**src/rtl/fft_pkg.sv**
```systemverilog
// Shared constants and types for the 32-point FFT front end.
package fft_pkg;
  localparam int ADC_W       = 8;
  localparam int FFT_N       = 32;
  localparam int fft_latency = 6;

  typedef enum logic {FILL, PEND} collector_state_t;
endpackage

```
**src/rtl/fft_valid_delay.sv**
```systemverilog
// Single-bit shift register; delays a strobe by STAGES clock edges.
module fft_valid_delay #(
  parameter int STAGES = 6
) (
  input  logic clk,
  input  logic rst,
  input  logic d,
  output logic q
);
  logic [STAGES:1] vld_pipe;

  always_ff @(posedge clk) begin
    if (rst) begin
      vld_pipe <= '0;
    end else begin
      vld_pipe[1] <= d;
      for (int i = 2; i <= STAGES; i++) vld_pipe[i] <= vld_pipe[i-1];
    end
  end

  assign q = vld_pipe[STAGES];
endmodule

```
**src/rtl/fft_frame_collector.sv**
```systemverilog
// Collects a stream of ADC samples into a parallel frame for the FFT,
// with a valid strobe aligned to the FFT pipeline output.
module fft_frame_collector
  import fft_pkg::*;
#(
  parameter int DATA_W      = ADC_W,
  parameter int N_POINTS    = FFT_N,
  parameter int FFT_LATENCY = fft_latency
) (
  input  logic                       clk,
  input  logic                       rst,
  input  logic [DATA_W-1:0]          s_data,
  input  logic                       s_valid,
  input  logic                       s_sof,
  output logic                       s_ready,
  input  logic                       frame_ready,
  output logic [N_POINTS*DATA_W-1:0] frame_out,
  output logic                       frame_valid,
  output logic                       fft_out_valid,
  output logic                       sof_err
);
  localparam int IDX_W = $clog2(N_POINTS);
  localparam logic [IDX_W-1:0] LAST = IDX_W'(N_POINTS - 1);

  collector_state_t                  state;
  logic [IDX_W-1:0]                  wr_idx;
  logic [N_POINTS-1:0][DATA_W-1:0]   bank;
  logic [N_POINTS-1:0][DATA_W-1:0]   bank_full;

  assign s_ready = (state == FILL) && !rst;

  // Lets the last sample go straight into frame_out on its accept edge.
  always_comb begin
    bank_full             = bank;
    bank_full[N_POINTS-1] = s_data;
  end

  always_ff @(posedge clk) begin
    if (rst) begin
      state       <= FILL;
      wr_idx      <= '0;
      bank        <= '0;
      frame_out   <= '0;
      frame_valid <= 1'b0;
      sof_err     <= 1'b0;
    end else begin
      frame_valid <= 1'b0;
      sof_err     <= 1'b0;
      case (state)
        FILL: if (s_valid) begin
          if (s_sof && wr_idx != '0) begin
            // Resync: drop the partial frame, this sample becomes slot 0.
            bank[0] <= s_data;
            wr_idx  <= IDX_W'(1);
            sof_err <= 1'b1;
          end else begin
            bank[wr_idx] <= s_data;
            wr_idx       <= wr_idx + 1'b1;
            if (wr_idx == LAST) begin
              if (frame_ready) begin
                frame_out   <= bank_full;
                frame_valid <= 1'b1;
              end else begin
                state <= PEND;
              end
            end
          end
        end
        PEND: if (frame_ready) begin
          frame_out   <= bank;
          frame_valid <= 1'b1;
          state       <= FILL;
        end
        default: state <= FILL;
      endcase
    end
  end

  fft_valid_delay #(.STAGES(FFT_LATENCY)) u_valid_delay (
    .clk (clk),
    .rst (rst),
    .d   (frame_valid),
    .q   (fft_out_valid)
  );
endmodule

```
**config.mk**
```make
export PLATFORM = sky130hd
export DESIGN_NAME = fft_frame_collector
export DESIGN_NICKNAME = d
export VERILOG_FILES = /design/src/rtl/fft_pkg.sv /design/src/rtl/fft_valid_delay.sv /design/src/rtl/fft_frame_collector.sv
export SDC_FILE = /design/constraint.sdc
export NUM_CORES = 1
export LEC_CHECK = 0
export ABC_AREA = 1
export CORE_MARGIN = 5
export CORE_UTILIZATION = 50
export DETAILED_ROUTE_END_ITERATION = 8
export GPL_TIMING_DRIVEN = 1
export HOLD_SLACK_MARGIN = 0.03
export PLACE_DENSITY = 0.76
export SYNTH_ARGS = -nofsm -noshare
export SYNTH_HDL_FRONTEND = slang
export SYNTH_SLANG_ARGS = --single-unit
```
**constraint.sdc**
```tcl
create_clock -name clk -period 1.85 [get_ports clk]
set_input_delay 0.37 -clock clk [delete_from_list [all_inputs] [get_ports clk]]
set_output_delay 0.37 -clock clk [all_outputs]
set_load 0.02 [all_outputs]
```
==> summary by stage, run 1 <==
Status
The flow ran to the end, but the final reports show violations. The final reports fail on negative setup slack.

Place
The placed standard-cell area is roughly 0.026 mm². The number of cells after detailed placement is 3,472. The congestion estimate from routability-driven global placement came to 0.826.

The count of buffers inserted at the top-level ports is 272. Summed over all nets, the half-perimeter wirelength after detailed placement is 39.7 mm. The worst slack at placement is -0.293 ns.

Floorplan
For this configuration, the core starts out at a cell density of 50.2%. The horizontal extent of the die is 217 µm. The region available for standard cell placement spans 0.0428 mm². The die boundary height is 217 µm. The total I/O pin count is 273. The initialized floorplan defines 76 standard-cell rows. The total die area is 0.0472 mm².

GRT
The largest net degree at the start of global routing is 141. Global routing consumed, over all layers together, around a quarter of the routing resources. The via count of the first global-routing pass is 19,275.

The initial antenna violation count is 0. The wire length of the first global-routing pass is approximately 100 mm. The total overflow left after global routing is 0.

Timing
The final-report hold violation count came to 0. The final-layout worst hold slack is 0.234 ns. The post-route clock period utilization is 110%. The final number of max-transition violations is 0. The final setup skew is 0.0243 ns. The headroom to the max-slew limit is a little under three fifths. For this run, the top clock speed supported by timing is approximately 490 MHz.

The final worst-path setup slack is -0.184 ns. The slew at the pin with the worst max-slew slack is around 0.66 ns. Setup violations remaining at the end of the flow were counted as 305. Setup repair after global routing could not meet its margin everywhere. The clock period minus worst slack is roughly 2.0 ns.

Setup path
Measured in cells, the most critical reg-to-reg path has a length of 12. The master of the slowest instance on the critical path is sky130_fd_sc_hd__dfxtp_2. The critical path goes through ha_4 -> inv_2 -> nor3_2 -> ha_2 -> nand2_2 -> a21oi_2 -> buf_6 -> buf_12 -> nand2_8 -> bufbuf_16 -> a21oi_2 -> nor2_1. In this run the critical register-to-register path is launched from wr_idx[0]. In this run the register-to-register setup slack is -0.18 ns. Among the stages of the critical path, the cell type that occurs most often is sky130_fd_sc_hd__a21oi_2. In this run the critical register-to-register path is captured at frame_out[135]. The worst setup path is launched from a flip-flop. Data on the critical path is required at its endpoint by 2.31 ns. The worst setup path is of the flip-flop to flip-flop kind. The worst setup path is captured at a flip-flop. The arrival time at the worst endpoint is 2.50 ns. The peak per-stage delay on the critical path is 0.36 ns. The peak fanout along the critical path is 6.

Routing
The routed layout has 20,722 vias. Using the TritonRoute via totals, the vias-per-cell ratio works out to 5.77. The DRC marker count from the first detailed-route iteration is 1,893.

In the final routed layout, each cell accounts on average for 18.5 µm. After detailed routing, the total wire length is about 67 mm. After detailed routing, the number of remaining DRC violations is 0. The detail route stage leaves a number of antenna-violating nets equal to 0. The first-pass iteration count of the detailed router is 6.

Min path
The startpoint of the tightest hold check path is s_data[7]. The worst min-delay path endpoint is frame_out[255]. The worst hold path depth is 5. The worst hold path class is input port to flip-flop.

Final layout
The final cell count without fillers is 3,592. The layout cell share with drive strength beyond 1 is about 17%. The area growth from synthesis to layout is 32.4%. The finished cells cover 0.0284 mm². The number of antenna diodes in the final layout is 0. The net count of the finished layout is 3,024.

Counting the fill cells in the layout gives 3,404.

Logic synthesis
In the synthesized netlist the async set-or-reset flop fraction comes to 0%. The count of state elements after synthesis is 526. The average footprint of a synthesized cell is around 7.8 µm².

The number of distinct library cell variants in the gate-level netlist after synthesis is 23. The number of warnings printed during yosys synthesis is 0. The net count of the mapped netlist is 2,761. The sequential element share of the synthesized area is around half. In the synthesized netlist the dominant register cell turns out to be sky130_fd_sc_hd__dfxtp_1. Summing every instance area after synthesis gives between 0.02 and 0.025 mm².

The number of synthesized flops with an enable pin is 0. Synthesis produced 2,743 cells.

Clock tree
The clock root buffer is sky130_fd_sc_hd__clkbuf_16. The clock-pin slew of the registers on the worst-case setup and hold paths is 0.06 ns. The worst-skew pair later-pin latency is about 0.60 ns. The total number of clock tree sinks is 526. TritonCTS created 52 clock buffers. In this run the number of H-tree levels came out at 2.

TritonCTS built the clock tree. No sink is reached through more buffers than the 3 on the longest clock path.

Power
The analysis attributes to cell leakage a power of roughly 13 nW. Overall power consumption after layout is estimated at 0.0234 W. The worst voltage drop across the vdd grid is 0.632 mV. Dividing total power by cell area gives a power density of 821 mW/mm².

Flow run
The tool flagged a number of max-cap violations equal to 0.
[what timing repair did]
item,in CTS,in global routing
resized for setup,412,57
endpoints found under the hold margin,0,0
hold buffers,0,0
setup endpoints to repair,753,480
gates cloned,5,16
buffers inserted,4,1
pin swaps,4,6
[critical path, delay by kind of cell (launching register included)]
family / cells / cell delay, ns
simple gates: 4 / 0.31
flops: 1 / 0.36
compound gates: 2 / 0.29
fa+ha+maj: 2 / 0.36
buf+inv: 4 / 0.57
[worst max path at each step]
| stage | start | to | depth (start not counted) |
|---|---|---|---|
| floorplan | wr_idx[0] | frame_out[125] | 11 |
| global route | wr_idx[0] | frame_out[141] | 14 |
| finish | wr_idx[0] | frame_out[135] | 12 |
| global placement | s_valid | frame_out[102] | 11 |
| detailed placement | s_valid | bank[1] | 8 |
| CTS | wr_idx[0] | frame_out[102] | 14 |
[cells in the final DEF (no fill, tap or decap), drive strengths merged, types with 43 or more instances in the layout]
cell type,synthesis,final
a21oi,510,510
buf,141,195
clkbuf,125,91
dfxtp,526,526
dlygate4sd2,0,260
nand2,538,539
nand3,43,43
nand3b,256,256
nand4,249,249
nor2,313,313
[metal layers]
| layer | global-route usage, % | share of wire, % | wire [µm] |
|---|---|---|---|
| met5 | 0 | 0 | 0 |
| met4 | 10.2 | 3.5 | 2300 |
| met3 | 3.66 | 6.4 | 4280 |
| met2 | 43.4 | 49 | 32500 |
| met1 | 33.8 | 41 | 27500 |
[cells by family (layout without fill, tap and decap cells)]
logic type	after synthesis	in the layout	synth area share [%]
AND/OR/NAND/NOR	1402	1403	32.7
XOR/XNOR	1	1	0.0408
AO/OA/AOI/OAI	521	521	12.2
adder cells (fa/ha/maj)	5	5	0.291
flip-flops	526	526	49.0
buffers and inverters	288	590	5.80
[per-stage QoR]
stage	TNS, ns	utilization (%)
finish	-24.76	66.5
global route	-69.33	66.5
CTS	-23.30	65.1
detailed placement	-106.57	59.7
global placement	-90.64	59.7
floorplan	0	-
[where the power goes]
part | internal (W) | leakage (nW) | total, W | switching (W)
sequential | 0.0114 | 4.24 | 0.0114 | 0.0000231
combinational | 0.000354 | 7.69 | 0.00116 | 0.000807
clock | 0.00637 | 0.872 | 0.0108 | 0.00445
[cell usage after synthesis (5+ instances only)]
library cell	n	share of area, %
sky130_fd_sc_hd__inv_2	6	0.10
sky130_fd_sc_hd__ha_1	5	0.29
sky130_fd_sc_hd__buf_4	10	0.35
sky130_fd_sc_hd__buf_1	29	0.51
sky130_fd_sc_hd__nor2_1	280	4.9
sky130_fd_sc_hd__nand3_2	5	0.23
sky130_fd_sc_hd__o21ai_0	10	0.23
sky130_fd_sc_hd__dfxtp_1	526	49
sky130_fd_sc_hd__nor2_2	33	0.96
sky130_fd_sc_hd__nand3_1	38	0.89
sky130_fd_sc_hd__nand4_1	249	7.3
sky130_fd_sc_hd__inv_1	15	0.26
sky130_fd_sc_hd__a21oi_1	510	12
sky130_fd_sc_hd__clkbuf_1	125	2.2
sky130_fd_sc_hd__nand3b_1	256	8.9
sky130_fd_sc_hd__buf_2	102	2.4
sky130_fd_sc_hd__nand2_1	536	9.4
[state kept, by name, indices dropped and copies added (netlist names)]
signal and cells:
state 1, frame_valid 1, u_valid_delay.vld_pipe 6, wr_idx 5, sof_err 1, frame_out 256, bank 256
[cell type report]
| class | instances | area, µm² | area share (%) |
|---|---|---|---|
| Inverter | 22 | 92.6 | 0.326 |
| Timing Repair Buffer | 474 | 4860 | 17.1 |
| Sequential cell | 526 | 10500 | 37.0 |
| Tap cell | 546 | 683 | 2.40 |
| Clock inverter | 16 | 191 | 0.673 |
| Clock buffer | 78 | 1560 | 5.49 |
| Multi-Input combinational cell | 1930 | 10500 | 37.0 |
(Power assumes the default switching activity.)
==> run 2, diff against run 1 <==
- CTS_BUF_LIST: unset -> sky130_fd_sc_hd__clkbuf_16
==> summary by stage, run 2 (synthesized netlist as in run 1, its figures left out) <==
Status
The flow ran to the end, but the final reports show violations. The checks that failed: negative setup slack.

Floorplan
The floorplan core area is 0.0428 mm². For this design the top-level I/O count stands at 273. The horizontal extent of the die is 217 µm. The floorplan step defined a die boundary enclosing 0.0472 mm². Measured along the y axis, the die boundary spans ~220 µm. The initialized floorplan defines 76 standard-cell rows. Once the floorplan was initialized, standard cells occupied 50.2% of the core.

Final layout
The synthesis-to-finish area growth is 32.5%. In the layout the commonest cells are sky130_fd_sc_hd__nand2_1 (534), sky130_fd_sc_hd__dfxtp_1 (524), sky130_fd_sc_hd__a21oi_1 (405). The largest registers in the layout are bank x256, frame_out x256, u_valid_delay.vld_pipe x6. The antenna diode count is 0. The most common cell after layout, fill and taps aside is sky130_fd_sc_hd__nand2_1. In the final layout, the share of cells above drive strength 1 is 15.5%. The final layout contains 3,024 nets.

Setup path
The number of buffers and inverters on the critical path is 4. The arrival time at the worst endpoint is 2.53 ns. The critical path is of the flip-flop to flip-flop type. The capture point of the worst reg-to-reg path is frame_out[172]. The worst reg2reg path depth is 12.

In this run the critical register-to-register path is launched from wr_idx[1]. The setup check on the worst reg-to-reg path leaves a slack of -0.21 ns. STA classifies the critical path endpoint as a flip-flop. In this design, the stage delay of the slowest critical-path cell is 0.35 ns. Data on the critical path is required at its endpoint by 2.32 ns. The kind of cell adding the most delay to the critical path is buffers and inverters. In this run the worst path has a maximum fanout of 43. Walking the worst path, the cells encountered are ha_4 -> inv_2 -> nor3_2 -> ha_2 -> nand2_2 -> a21oi_2 -> buf_6 -> nand2_8 -> buf_12 -> buf_12 -> a21oi_1 -> nor2_1.

Counting buffers and inverters, the worst setup path is 12 cells deep. The cell with the most instances on the worst path is sky130_fd_sc_hd__buf_12. The largest individual stage delay along the critical path comes from the cell sky130_fd_sc_hd__dfxtp_2.

The startpoint kind of the worst setup timing path is a flip-flop.

GRT
Entering global routing, the biggest net connects ~140 pins. The wire length of the first global-routing pass is 99.3 mm. The via count of the first global-routing pass is approximately 19,000. The aggregate global-route resource usage is 25.2%. The initial antenna violation count came to 0. The total grt overflow is 0.

Routing
The first-pass iteration count of the detailed router is 6. The number of remaining DRC errors is 0. Summed over all layers, the routed wires come to 65.7 mm. The final routed wire length divided by cell count is 18.3 µm. The average vias per placed instance is about 5.8. In this run the remaining antenna-violating nets after routing total 0. Across all layers, the routed design uses ~21,000 vias. The DRC marker count from the first detailed-route iteration is 1,760.

Min path
The worst hold path class is input port to flip-flop. The startpoint of the tightest hold check path is s_data[7]. Counting instances, the worst hold path has a depth of 5.

The worst hold path terminates at frame_out[255].

Timing
The final number of max-transition violations was 0. The final-report hold violation count was 0. The slew at the pin with the worst max-slew slack is 0.655 ns. The smallest clock period supported by the final layout is computed as 2.06 ns. The final-report setup violation count is 463.

Setup slack on the critical path of the routed design comes to -0.211 ns. The final setup skew is between 0.02 and 0.025 ns. Static timing analysis puts the maximum clock frequency at 485 MHz. Setup repair after global routing could not meet its margin everywhere. Across all hold checks on the routed design, the worst slack comes to about 0.21 ns.

The headroom to the max-slew limit is 56.3%. The post-route clock period utilization is 111%.

Place
The worst slack at placement is -0.293 ns. Routability-driven placement finished with a final weighted congestion of 0.826. The count of buffers inserted at the top-level ports is 272. After legalization and detailed placement, the total HPWL measured approximately 40 mm.

Power
Per report_power, the sequential group accounts for roughly 50% of the total. The static leakage is 11.7 nW. The worst voltage drop across the vdd grid is 0.648 mV. Of the total power, the share spent switching nets is around 23%.

The share of total power dissipated in the clock network is 44.8%. The net switching power figure is 0.00528 W. The share of total power dissipated in combinational logic is 5.3%. For this design the ratio of total power to cell area is between 800 and 900 mW/mm². The internal cell power is 0.0175 W.

Clock tree
Clock tree synthesis found a total of 526 sinks. The H-tree depth reported by CTS is 2. The worst-skew pair later-pin latency is 0.60 ns.

TritonCTS built the clock tree. The number of buffers created by CTS is 52. The cts-stage hold buffer count is 0. After clock tree synthesis, the clock-pin slew on the worst setup and hold paths is 0.06 ns. The clock root buffer is sky130_fd_sc_hd__clkbuf_16. The maximum number of buffers from clock root to sink is 3.

Flow run
The total of max-cap violations is 0.
## run 2: metrics by stage
step | utilization, % | power (W) | std cells | cell area [µm²] | TNS (ns)
after global placement | 59.7 | 0.0126 | 3472 | 25500 | -90.64
after global routing | 66.5 | 0.0235 | 3592 | 28500 | -85.55
after CTS | 64.3 | 0.0227 | 3568 | 27500 | -58.70
after detailed placement | 59.7 | 0.0126 | 3472 | 25500 | -106.57
after floorplan | - | 0.0122 | 2743 | 21500 | 0
final | 66.5 | 0.0228 | 3592 | 28500 | -45.84
## run 2: final cells by class
type                       count  area (µm²)
tap                          546         683
fill                        3402       14300
multi-input combinational   1931       10500
clock inverter                40         282
timing repair buffer         473        5040
sequential                   526       10500
clock buffer                  54        1350
inverter                      22        95.1
## run 2: worst max-delay path by stage
| stage | to | from |
|---|---|---|
| 6_report | frame_out[172] | wr_idx[1] |
| 5_1_grt | frame_out[101] | wr_idx[1] |
| 4_1_cts | frame_out[167] | wr_idx[0] |
| 3_5_place_dp | bank[1] | s_valid |
| 3_3_place_gp | frame_out[102] | s_valid |
| 2_1_floorplan | frame_out[125] | wr_idx[0] |
## run 2: worst register-to-register path: cells and delay by family (launching register included)
family | cells | cell delay, ns
buf+inv | 4 | 0.53
simple gates | 4 | 0.38
fa+ha+maj | 2 | 0.37
flops | 1 | 0.35
compound gates | 2 | 0.31
## run 2: per-layer routing
layer / global-route usage [%] / part of all wire [%]
met5: 0 / 0
met4: 10.9 / 4.1
met3: 3.71 / 6.6
met2: 41.8 / 48
met1: 33.0 / 41
## run 2: timing repair
item / CTS / global route
resized for setup: 131 / 122
pin swaps: 0 / 12
cloned: 2 / 16
buffers inserted: 0 / 8
endpoints found under the setup margin: 753 / 721
## run 2: power by group through the flow
stage / Sequential (W) / Combinational, W / Clock [W]
floorplan: 0.0116 / 0.000579 / 0
detailed placement: 0.0116 / 0.000994 / 0
finish: 0.0114 / 0.00120 / 0.0102
global route: 0.0114 / 0.00125 / 0.0108
global placement: 0.0116 / 0.000973 / 0
CTS: 0.0114 / 0.00101 / 0.0103
